### src/rtl/serial_pkg.sv
// Shared definitions for the serializer slice: FSM state encoding and a
// counter-width helper that never returns less than one bit.
package serial_pkg;

  typedef enum logic {
    IDLE  = 1'b0,
    SHIFT = 1'b1
  } state_t;

  // Bits needed to count 0..n-1, never less than 1.
  function automatic int unsigned clog2_min1(input int unsigned n);
    if (n <= 1) return 1;
    return 32'($clog2(n));
  endfunction

endpackage

### src/rtl/piso_serializer_if.sv
// Word handshake between an upstream producer and the serializer.
//   data_in  : parallel word, sampled only on accept
//   in_valid : producer has a word
//   in_ready : serializer can accept this cycle
interface piso_serializer_if #(
  parameter int unsigned WIDTH = 8
);

  logic [WIDTH-1:0] data_in;
  logic             in_valid;
  logic             in_ready;

  modport master (output data_in, output in_valid, input in_ready);
  modport slave  (input data_in, input in_valid, output in_ready);

endinterface

### src/rtl/bit_tick_gen.sv
// Modulo-DIV period counter for the serial bit clock.
//   clk, rst : clock and synchronous active-high reset
//   run      : counter advances while high, clears while low
//   tick     : high in the last cycle of each DIV-cycle period
module bit_tick_gen
  import serial_pkg::*;
#(
  parameter int unsigned DIV = 4
) (
  input  logic clk,
  input  logic rst,
  input  logic run,
  output logic tick
);

  localparam int unsigned     CNT_W = clog2_min1(DIV);
  localparam logic [CNT_W-1:0] LAST = CNT_W'(DIV - 1);

  logic [CNT_W-1:0] div_cnt;

  // Wraps at LAST so the counter never exceeds its terminal value.
  always_ff @(posedge clk) begin
    if (rst || !run) begin
      div_cnt <= '0;
    end else if (div_cnt == LAST) begin
      div_cnt <= '0;
    end else begin
      div_cnt <= div_cnt + CNT_W'(1);
    end
  end

  assign tick = run && (div_cnt == LAST);

endmodule

### src/rtl/piso_serializer.sv
// Parallel-in/serial-out stage feeding an enabled D flop.
//   clk, rst : clock and synchronous active-high reset
//   up       : word handshake (data_in, in_valid, in_ready)
//   ser_out  : current serial bit (downstream din)
//   ser_en   : one-cycle strobe in the last cycle of each bit (downstream en)
//   busy     : high while shifting
//   done     : one-cycle pulse after the last bit's strobe
module piso_serializer
  import serial_pkg::*;
#(
  parameter int unsigned WIDTH     = 8,
  parameter int unsigned DIV       = 4,
  parameter bit          MSB_FIRST = 1'b1
) (
  input  logic                     clk,
  input  logic                     rst,
  piso_serializer_if.slave         up,
  output logic                     ser_out,
  output logic                     ser_en,
  output logic                     busy,
  output logic                     done
);

  localparam int unsigned      BIT_W    = clog2_min1(WIDTH);
  localparam logic [BIT_W-1:0] LAST_BIT = BIT_W'(WIDTH - 1);

  state_t           state;
  logic [WIDTH-1:0] sreg;
  logic [BIT_W-1:0] bit_cnt;

  logic             accept;
  logic             last_strobe;
  logic             run;
  logic             tick;
  logic             first_bit;
  logic             next_bit;
  logic [WIDTH-1:0] sreg_shifted;

  assign up.in_ready = !rst && (state == IDLE);
  assign accept      = up.in_valid && up.in_ready;
  assign last_strobe = (state == SHIFT) && ser_en && (bit_cnt == LAST_BIT);

  // The period counter starts on the accept cycle so that its tick lands one
  // cycle before each strobe; registering tick then yields ser_en exactly in
  // the last cycle of every bit.
  assign run = !rst && (accept || ((state == SHIFT) && !last_strobe));

  bit_tick_gen #(
    .DIV (DIV)
  ) u_tick (
    .clk  (clk),
    .rst  (rst),
    .run  (run),
    .tick (tick)
  );

  // Shift direction and the bit that becomes visible after each strobe.
  always_comb begin
    sreg_shifted = sreg;
    next_bit     = 1'b0;
    first_bit    = 1'b0;
    if (MSB_FIRST) begin
      sreg_shifted = {sreg[WIDTH-2:0], 1'b0};
      next_bit     = sreg[WIDTH-2];
      first_bit    = up.data_in[WIDTH-1];
    end else begin
      sreg_shifted = {1'b0, sreg[WIDTH-1:1]};
      next_bit     = sreg[1];
      first_bit    = up.data_in[0];
    end
  end

  // FSM, shift register, bit counter and registered outputs.
  always_ff @(posedge clk) begin
    if (rst) begin
      state   <= IDLE;
      sreg    <= '0;
      bit_cnt <= '0;
      ser_out <= 1'b0;
      ser_en  <= 1'b0;
      busy    <= 1'b0;
      done    <= 1'b0;
    end else begin
      ser_en <= tick;
      done   <= 1'b0;
      case (state)
        IDLE: begin
          if (accept) begin
            sreg    <= up.data_in;
            bit_cnt <= '0;
            ser_out <= first_bit;
            busy    <= 1'b1;
            state   <= SHIFT;
          end else begin
            ser_out <= 1'b0;
          end
        end
        SHIFT: begin
          if (ser_en) begin
            if (bit_cnt == LAST_BIT) begin
              state   <= IDLE;
              busy    <= 1'b0;
              ser_out <= 1'b0;
              done    <= 1'b1;
            end else begin
              sreg    <= sreg_shifted;
              ser_out <= next_bit;
              bit_cnt <= bit_cnt + BIT_W'(1);
            end
          end
        end
        default: state <= IDLE;
      endcase
    end
  end

endmodule

### src/flat_wrapper.sv
// flat-port wrapper written by rule: the top's interface ports become plain ports
module piso_serializer_flat import serial_pkg::*;
#(
  parameter int unsigned WIDTH     = 8,
  parameter int unsigned DIV       = 4,
  parameter bit          MSB_FIRST = 1'b1
)
  (clk, rst, ser_out, ser_en, busy, done, up_data_in, up_in_valid, up_in_ready);
  piso_serializer_if #(.WIDTH(WIDTH)) up_i ();
  input  logic clk;
  input  logic rst;
  output logic ser_out;
  output logic ser_en;
  output logic busy;
  output logic done;
  input wire logic [$bits(up_i.data_in)-1:0] up_data_in;
  input wire logic [$bits(up_i.in_valid)-1:0] up_in_valid;
  output wire logic [$bits(up_i.in_ready)-1:0] up_in_ready;
  assign up_i.data_in = up_data_in;
  assign up_i.in_valid = up_in_valid;
  assign up_in_ready = up_i.in_ready;
  piso_serializer #(.WIDTH(WIDTH), .DIV(DIV), .MSB_FIRST(MSB_FIRST)) u_core (.clk(clk), .rst(rst), .up(up_i), .ser_out(ser_out), .ser_en(ser_en), .busy(busy), .done(done));
endmodule
### config.mk
export PLATFORM = sky130hd
export DESIGN_NAME = piso_serializer_flat
export DESIGN_NICKNAME = d
export VERILOG_FILES = /design/src/rtl/serial_pkg.sv /design/src/rtl/piso_serializer_if.sv /design/src/rtl/bit_tick_gen.sv /design/src/rtl/piso_serializer.sv /design/src/flat_wrapper.sv
export SDC_FILE = /design/constraint.sdc
export NUM_CORES = 1
export LEC_CHECK = 0
export ABC_AREA = 1
export ABC_CLOCK_PERIOD_IN_PS = 2680
export BUFFER_PORTS_ARGS = -buffer_cell sky130_fd_sc_hd__buf_2
export CAP_MARGIN = 20
export CORE_MARGIN = 2
export CORE_UTILIZATION = 56
export CTS_CLUSTER_SIZE = 16
export DETAILED_ROUTE_END_ITERATION = 16
export HOLD_SLACK_MARGIN = 0.12
export MAX_ROUTING_LAYER = met4
export PLACE_DENSITY = 0.89
export SETUP_SLACK_MARGIN = 0.2
export SLEW_MARGIN = 15
export SYNTH_ARGS = -nofsm -noshare
export SYNTH_HDL_FRONTEND = slang
export SYNTH_SLANG_ARGS = --single-unit
### constraint.sdc
create_clock -name clk -period 2.68 [get_ports clk]
set_input_delay 0.67 -clock clk [delete_from_list [all_inputs] [get_ports clk]]
set_output_delay 0.67 -clock clk [all_outputs]
set_load 0.02 [all_outputs]
==> results.txt, run 1 <==
The most common cell after layout, fill and taps aside is sky130_fd_sc_hd__nand2_1. Summing every instance area after synthesis gives 868 um2. The slowest cell on the critical path is sky130_fd_sc_hd__buf_2. The post-synthesis sequential element count came out at 17. The data arrival time of the worst path came out at 1240 ps.

The maximum number of pins on one net before global-route repair came out at 13. STA classifies the critical path startpoint as an input pin. The initial antenna violation count is 0. The share of final-layout standard cells stronger than drive strength 1 is 0.359. The number of violations reported at the end of detailed-routing iteration 0 is 8.

TritonCTS created 3 clock buffers. The number of buffers inserted by port buffering is 15. The area growth from synthesis to final layout came out at 10.7%. STA classifies the critical path endpoint as a primary output. In the layout the commonest cells are 34 x sky130_fd_sc_hd__nand2_1, 17 x sky130_fd_sc_hd__dfxtp_1, 15 x sky130_fd_sc_hd__buf_2. The final setup TNS is 0 ps. The die area came out at 1880 um2. The flow ran to the end, and the final reports show no timing, DRC or antenna violations. The total overflow left after global routing is 0. The number of remaining DRC errors came out at 0. The count of mapped cells out of synthesis came out at 100. The routed metal-1 wirelength came out at 729 um. The die outline width is 43.4 um.

The biggest area contributor in the post-synthesis netlist is sky130_fd_sc_hd__dfxtp_1. The number of hold-repair buffers added at the cts stage is 0. The row count came out at 14. The signal on the critical path passes through buf_2 > nor2_4 > buf_2. The via count of the first global-routing pass is 676. Using the TritonRoute via totals, the vias-per-cell ratio works out to 5.34.

The tree is rooted in a sky130_fd_sc_hd__clkbuf_4. The detailed router used layers up to and including met4. The total nets after synthesis is 114. The fraction of post-synthesis cell area in the top cell type by area is 0.392. The placed wire-length estimate came out at 1.19 mm. Setup repair after global routing left no endpoint under its margin. The count of yosys warnings during synthesis is 0. The number of max-cap violations came out at 0. The clock transition time at the flip-flop clock pins of the worst setup and hold paths came out at 90 ps. The H-tree depth reported by CTS is 1. The clock passes through at most 2 buffers.

The wire length of the first global-routing pass is 2.84 mm. Of the synthesized area, sequential elements account for 0.392. The number of setup buffers added after CTS is 0.

The largest single stage delay on the critical path is 200 ps. Of all nets on the critical path, the largest fanout is 12. The met2 layer wire length in the routed design is 769 um.

The total I/O pin count came out at 16. For this run, the total global-route usage over all layers was measured as 0.212. The count of nets left with antenna violations once routing finished came out at 0.

The initial core utilization is 0.590. The total count of hold-check failures in the final report came to 0. The sink count of the clock tree came out at 17. The number of resized instances in the post-cts repair step is 0. The congestion estimate from routability-driven global placement came to 0.785.

The highest clock rate is 525 MHz. The worst relative slew slack is 0.766. The dominant cell type by count on the critical path is sky130_fd_sc_hd__buf_2. The worst hold path belongs to the class flop to flop. For this run, the post-layout net count is 132. The detailed-route via count is 710. The clock arrives with 5.32 ps of skew.

The routed wire length on met3 came out at 64 um. For the worst-skew pair, the clock arrives at the later sink with an insertion delay of 290 ps. The height of the chip came out at 43.4 um. The core region is 1470 um2. The final-report setup violation count came out at 0. After detailed routing, the total wire length is 1.59 mm. The leakage dissipation is 0.000407 uW. After detailed routing, the average wire length per cell comes to 12.0 um. The required time at the worst-slack endpoint is 2010 ps. The total power draw came out at 502 uW. Dividing the final minimum period by the clock period gives 0.711. The mean area per synthesized cell is 8.68 um2. The critical path in this run is classified as input pin to primary output. The total power divided by cell area came out at 522 nW/um2. The number of iterations in the first detailed-routing pass came out at 3.

The peak supply drop is 0.439 mV. The clock tree from TritonCTS is done. After synthesis, the cell types taking the most area are sky130_fd_sc_hd__dfxtp_1 39%, sky130_fd_sc_hd__nand2_1 15%, sky130_fd_sc_hd__nand3_2 9.2%.

The slew at the pin with the worst max-slew slack came out at 352 ps. The antenna diode instance count is 0. The final-report max-slew violation count came out at 0. After synthesis, the netlist uses 19 different library cells. The minimum clock period came out at 1910 ps.
-- per-stage QoR --
stage | worst slack [ps] | hold WS [ps] | cells | util | instance area (um2)
3_5_place_dp | 769 | 412 | 129 | 0.635 | 935
4_1_cts | 768 | 426 | 133 | 0.653 | 961
6_report | 774 | 420 | 133 | 0.653 | 961
3_3_place_gp | 791 | 405 | 129 | 0.635 | 935
5_1_grt | 735 | 445 | 133 | 0.653 | 961
2_1_floorplan | 1160 | 397 | 100 | - | 868
-- critical path: cells and delay by family --
family / cells / cell delay (ps)
AND/OR/NAND/NOR: 1 / 170
buffers and inverters: 2 / 390
-- cells by family (layout without fill, tap and decap cells) --
group,Yosys count,in the layout,share of synthesized area
compound gates,14,14,0.117
fa+ha+maj,3,3,0.0432
buf+inv,9,26,0.0735
flops,17,17,0.392
simple gates,57,57,0.375
-- registers in the layout, indices dropped and copies added (netlist names) --
name	cells
u_core.done	1
u_core.state	1
u_core.sreg	7
u_core.busy	1
u_core.u_tick.div_cnt	2
u_core.ser_en	1
u_core.bit_cnt	3
u_core.ser_out	1
-- area by class of cell --
cell class | count | area (um2)
fillers | 137 | 510
multi-input cells | 74 | 464
flip-flops and latches | 17 | 340
repair buffers | 16 | 82.6
inverters | 6 | 27.5
clock buffers | 4 | 26.3
well taps | 16 | 20.0
-- path summary, 6_finish.rpt --
check,endpoint,depth (start not counted),slack (ps),from
worst min-delay path,u_core.u_tick.div_cnt[0],1,420,u_core.u_tick.div_cnt[0]
worst max-delay path,up_in_ready,3,770,rst
worst max register to register,u_core.bit_cnt[2],6,1210,u_core.bit_cnt[0]
worst min register to register,u_core.u_tick.div_cnt[0],1,420,u_core.u_tick.div_cnt[0]
-- layer usage --
| metal | vias up | global-route usage |
|---|---|---|
| met2 | 14 | 0.331 |
| li1 | 364 | - |
| met4 | 0 | 0.127 |
| met5 | - | - |
| met1 | 328 | 0.259 |
| met3 | 4 | 0.0292 |
-- power breakdown --
part | switching (uW) | internal (uW)
Combinational | 61.7 | 31.7
Clock | 77.1 | 58.0
Sequential | 6.80 | 267
-- synthesized netlist by cell type --
master	count
sky130_fd_sc_hd__nand3_1	5
sky130_fd_sc_hd__a21oi_1	2
sky130_fd_sc_hd__dfxtp_1	17
sky130_fd_sc_hd__a21oi_2	8
sky130_fd_sc_hd__ha_1	3
sky130_fd_sc_hd__nand2_4	3
sky130_fd_sc_hd__buf_12	1
sky130_fd_sc_hd__buf_6	1
sky130_fd_sc_hd__nor2_1	3
sky130_fd_sc_hd__o21ai_0	3
sky130_fd_sc_hd__nor2_4	2
sky130_fd_sc_hd__buf_2	1
sky130_fd_sc_hd__inv_6	1
sky130_fd_sc_hd__nand2_1	34
sky130_fd_sc_hd__nand2_8	1
sky130_fd_sc_hd__nor3_1	1
sky130_fd_sc_hd__inv_1	5
sky130_fd_sc_hd__nand3_2	8
sky130_fd_sc_hd__a31oi_1	1
Note: power is estimated with default switching activity, not from simulation.
==> inputs of run 2 (changes only) <==
--- a/config.mk
+++ b/config.mk
@@ -5,17 +5,17 @@
 export SDC_FILE = /design/constraint.sdc
 export NUM_CORES = 1
 export LEC_CHECK = 0
-export ABC_AREA = 1
-export ABC_CLOCK_PERIOD_IN_PS = 2680
+export ABC_AREA = 0
+export ABC_CLOCK_PERIOD_IN_PS = 1800
 export BUFFER_PORTS_ARGS = -buffer_cell sky130_fd_sc_hd__buf_2
 export CAP_MARGIN = 20
 export CORE_MARGIN = 2
-export CORE_UTILIZATION = 56
+export CORE_UTILIZATION = 50
 export CTS_CLUSTER_SIZE = 16
 export DETAILED_ROUTE_END_ITERATION = 16
 export HOLD_SLACK_MARGIN = 0.12
 export MAX_ROUTING_LAYER = met4
-export PLACE_DENSITY = 0.89
+export PLACE_DENSITY = 0.84
 export SETUP_SLACK_MARGIN = 0.2
 export SLEW_MARGIN = 15
 export SYNTH_ARGS = -nofsm -noshare
==> constraint.sdc (replaced) <==
create_clock -name clk -period 1.8 [get_ports clk]
set_input_delay 0.45 -clock clk [delete_from_list [all_inputs] [get_ports clk]]
set_output_delay 0.45 -clock clk [all_outputs]
set_load 0.02 [all_outputs]
==> results.txt, run 2 <==
The final worst hold slack is 403 ps (-17.0 ps). TritonCTS built the clock tree. The post-placement worst setup slack is 274 ps (-496 ps). The total overflow reported by the global router is 0 (unchanged). The standard cell core area came out at 1300 um2 (-12%). The fraction of post-synthesis cell area in the top cell type by area is 0.484 (+0.0921). The count of yosys warnings during synthesis is 0 (unchanged). The setup slack after layout came out at 293 ps (-480 ps). The highest clock rate is 664 MHz. Ranked by flip-flop count, first place goes to u_core.sreg. The net count of the finished layout came to 107 (-19%).

The number of flip-flops in the largest register is 7 (unchanged). The wire length of the first global-routing pass is 2.14 mm (-25%). The fraction of the yosys area taken by sequential cells is 0.484 (+0.0921).

The proportion of power drawn by the clock network came to 0.292 (+0.023). The total clock buffers created by CTS is 3 (unchanged). The area growth from synthesis to final layout is 14.4%. The required time at the worst-slack endpoint came out at 2020 ps (about the same).

The setup clock skew after layout is 2.95 ps (-2.37 ps). The sink count of the clock tree is 17 (unchanged). The clock transition time at the flip-flop clock pins of the worst setup and hold paths is 90 ps (about the same). The share of final-layout standard cells stronger than drive strength 1 is 0.261 (-0.0981). The cell with the most instances after synthesis is sky130_fd_sc_hd__dfxtp_1. The leakage dissipation came to 0.000341 uW (-16%).

The switching share of total power is 0.235 (-0.0546). The detailed-route via count was 595 (-16%). The cell area after synthesis is 703 um2 (-19%). The via count of the first global-routing pass is 531 (-21%). The maximum fanout along the worst path was 5 (-7).

The initial core utilization is 0.540 (-0.0498). The switching power of the nets came out at 158 uW (+8.2%). The maximum number of pins on one net before global-route repair came out at 16 (+3). The initial antenna violation count came out at 0 (unchanged). The total count of hold-check failures in the final report came out at 0 (unchanged).

Sorting the synthesized cells by area gives the leading types as sky130_fd_sc_hd__dfxtp_1 48%, sky130_fd_sc_hd__a21oi_1 7.8%, sky130_fd_sc_hd__nand3_1 7.8%. The run finished with clean final reports. The row count is 13 (-1). Among all flip-flop cells after synthesis, the most frequent one is sky130_fd_sc_hd__dfxtp_1. The number of buffers inserted by port buffering was 15 (unchanged). The largest total area in the synthesized netlist belongs to sky130_fd_sc_hd__dfxtp_1.

The count of mapped cells out of synthesis is 77 (-23%). The total nets after synthesis is 91 (-20%). The detailed-route vias per instance came to 5.56 (+4.2%). The worst relative slew slack came out at 0.752 (-0.0131). The H-tree depth reported by CTS is 1 (unchanged). The total I/O pin count was 16 (unchanged). The antenna diode instance count was 0 (unchanged).

The mean area per synthesized cell came out at 9.13 um2 (+5.2%). The placed wire-length estimate came to 874 um (-27%). Leaving out fill and tap cells, the most frequent cells in the layout are 17 x sky130_fd_sc_hd__dfxtp_1, 15 x sky130_fd_sc_hd__buf_2, 11 x sky130_fd_sc_hd__nand3_1, 11 x sky130_fd_sc_hd__a21oi_1, 6 x sky130_fd_sc_hd__a22oi_1. The slew at the pin with the worst max-slew slack came out at 370 ps (+18.5 ps).

The wire length after detailed routing came to 1.20 mm (-25%). The buffer levels on the longest clock path is 2 (unchanged). The number of different library cells in the post-synthesis netlist came out at 24 (+5). The worst setup path is captured at a flop. The final-report max-slew violation count came out at 0 (unchanged). The die outline width was 41.5 um (-4.3%).

The data arrival time of the worst path came to 1730 ps (+490 ps). Of the available clock period, the critical path in the final layout requires 0.837. The startpoint of the worst-slack reg-to-reg timing path is u_core.bit_cnt[0]. The min-delay analysis places its worst path in the category input pin to flop. The start point of the worst min-delay path is up_data_in[7]. The post-synthesis sequential element count came to 17 (unchanged). The internal reg-to-reg setup slack is 290 ps (-920 ps). The number of iterations in the first detailed-routing pass came out at 4 (+1). Setup repair after global routing left no endpoint under its margin. The per-cell routed wire length is 11.2 um (-6.5%). In this run the clock root is driven by a sky130_fd_sc_hd__clkbuf_4. The global-route total usage across every layer came out at 0.164 (-0.0481). The capture instance of the worst register-to-register path is u_core.u_tick.div_cnt[1]. The number of remaining DRC errors was 0 (unchanged). The number of max-cap violations is 0 (unchanged). The clock network latency to the later pin of the worst-skew pair is 280 ps (about the same).

The final setup TNS was 0 ps (unchanged). The total power divided by cell area was 832 nW/um2 (+59%). The largest registers in the layout are u_core.sreg (7), u_core.bit_cnt (3), u_core.u_tick.div_cnt (2). By count the netlist is led by 17 x sky130_fd_sc_hd__dfxtp_1, 11 x sky130_fd_sc_hd__a21oi_1, 11 x sky130_fd_sc_hd__nand3_1, 6 x sky130_fd_sc_hd__a22oi_1.

The combinational group share of total power is 0.103 (-0.083). The final RePlAce weighted congestion was 0.762 (-3.0%). The number of routed nets with antenna violations is 0 (unchanged). The worst hold path cell count was 3 (+2).

The peak supply drop came out at 0.659 mV (+50%). The path with the worst hold slack has its endpoint at u_core.ser_out. The number of violations reported at the end of detailed-routing iteration 0 came out at 13 (+5). The worst path needs 1510 ps of the cycle, external delays included. The length in cells of the worst reg-to-reg path came out at 5 (-1). The register share of total power is 0.605 (+0.060). The height of the chip came out at 41.5 um (-4.3%). The die area is 1720 um2 (-8.5%). The post-synthesis async set-or-reset flop share came out at 0 (unchanged).

The number of enable-type register cells in the synthesized netlist came out at 0 (unchanged). The internal power of the cells is 512 uW (+44%). STA classifies the critical path startpoint as a flop.

The kind of critical path is flop to flop. The final-report setup violation count came out at 0 (unchanged). The most common cell after layout, fill and taps aside is sky130_fd_sc_hd__dfxtp_1.
[run 2: cell types whose count changed after synthesis, sizes merged, moves of 2 or more]
cell    delta
o21ai      -2
nand2b     +2
nand3      -2
nor2b      +2
nand2     -34
inv        -4
a22oi      +6
nor3b      +2
[run 2: through the flow]
| step | instance area (um2) | utilization | total power (uW) | cells |
|---|---|---|---|---|
| after floorplan | 703 | - | 461 | 77 |
| after global placement | 774 | 0.595 | 481 | 103 |
| after detailed placement | 774 | 0.595 | 483 | 103 |
| after CTS | 801 | 0.615 | 677 | 107 |
| after global routing | 805 | 0.618 | 705 | 107 |
| final | 805 | 0.618 | 669 | 107 |
[run 2: layout make-up]
| type | count | area, um2 |
|---|---|---|
| multi-input cells | 53 | 329 |
| clock buffers | 4 | 26.3 |
| repair buffers | 16 | 82.6 |
| inverters | 2 | 7.51 |
| well taps | 15 | 18.8 |
| flip-flops and latches | 17 | 340 |
| fillers | 120 | 497 |
[run 2: cell families (layout without fill, tap and decap cells)]
group           Yosys count  count (layout)  synth area share
simple gates             31              31             0.249
compound gates           19              19             0.160
flops                    17              17             0.484
buf+inv                   7              22            0.0534
fa+ha+maj                 3               3            0.0534
[run 2: critical path, stage by stage, from the launching register on]
cell and delay, ps:
sky130_fd_sc_hd__dfxtp_1 340, sky130_fd_sc_hd__ha_1 200, sky130_fd_sc_hd__ha_2 190, sky130_fd_sc_hd__and3_1 170, sky130_fd_sc_hd__or3_4 380, sky130_fd_sc_hd__nor3b_2 160
[run 2: how the worst max path moves through the flow]
stage | to | from | slack, ps | depth (start not counted)
6_report | u_core.u_tick.div_cnt[1] | u_core.bit_cnt[0] | 290 | 5
5_1_grt | u_core.u_tick.div_cnt[1] | u_core.bit_cnt[0] | 210 | 5
4_1_cts | u_core.u_tick.div_cnt[1] | u_core.bit_cnt[0] | 250 | 5
3_5_place_dp | u_core.u_tick.div_cnt[1] | u_core.bit_cnt[0] | 270 | 5
3_3_place_gp | u_core.u_tick.div_cnt[1] | u_core.bit_cnt[0] | 310 | 5
2_1_floorplan | u_core.u_tick.div_cnt[1] | u_core.bit_cnt[0] | 330 | 5
[run 2: repair_timing]
action / 4_1_cts / 5_1_grt
resized for setup: 0 / 2
hold buffers: 0 / 0
endpoints found under the setup margin: 0 / 9
setup buffers: 0 / 0
[run 2: per-layer routing]
layer | vias to the layer above | GRT usage | share of wire
met2 | 22 | 0.253 | 0.49
li1 | 304 | - | -
met5 | - | - | 0
met4 | 0 | 0.0774 | 0.013
met3 | 2 | 0.0435 | 0.065
met1 | 267 | 0.198 | 0.43
[run 2: power groups by stage]
stage | Sequential (uW) | Clock, uW | Combinational, uW
finish | 405 | 196 | 69.0
global route | 407 | 218 | 79.6
CTS | 405 | 202 | 69.7
detailed placement | 413 | 0 | 69.3
global placement | 413 | 0 | 68.4
floorplan | 414 | 0 | 47.4
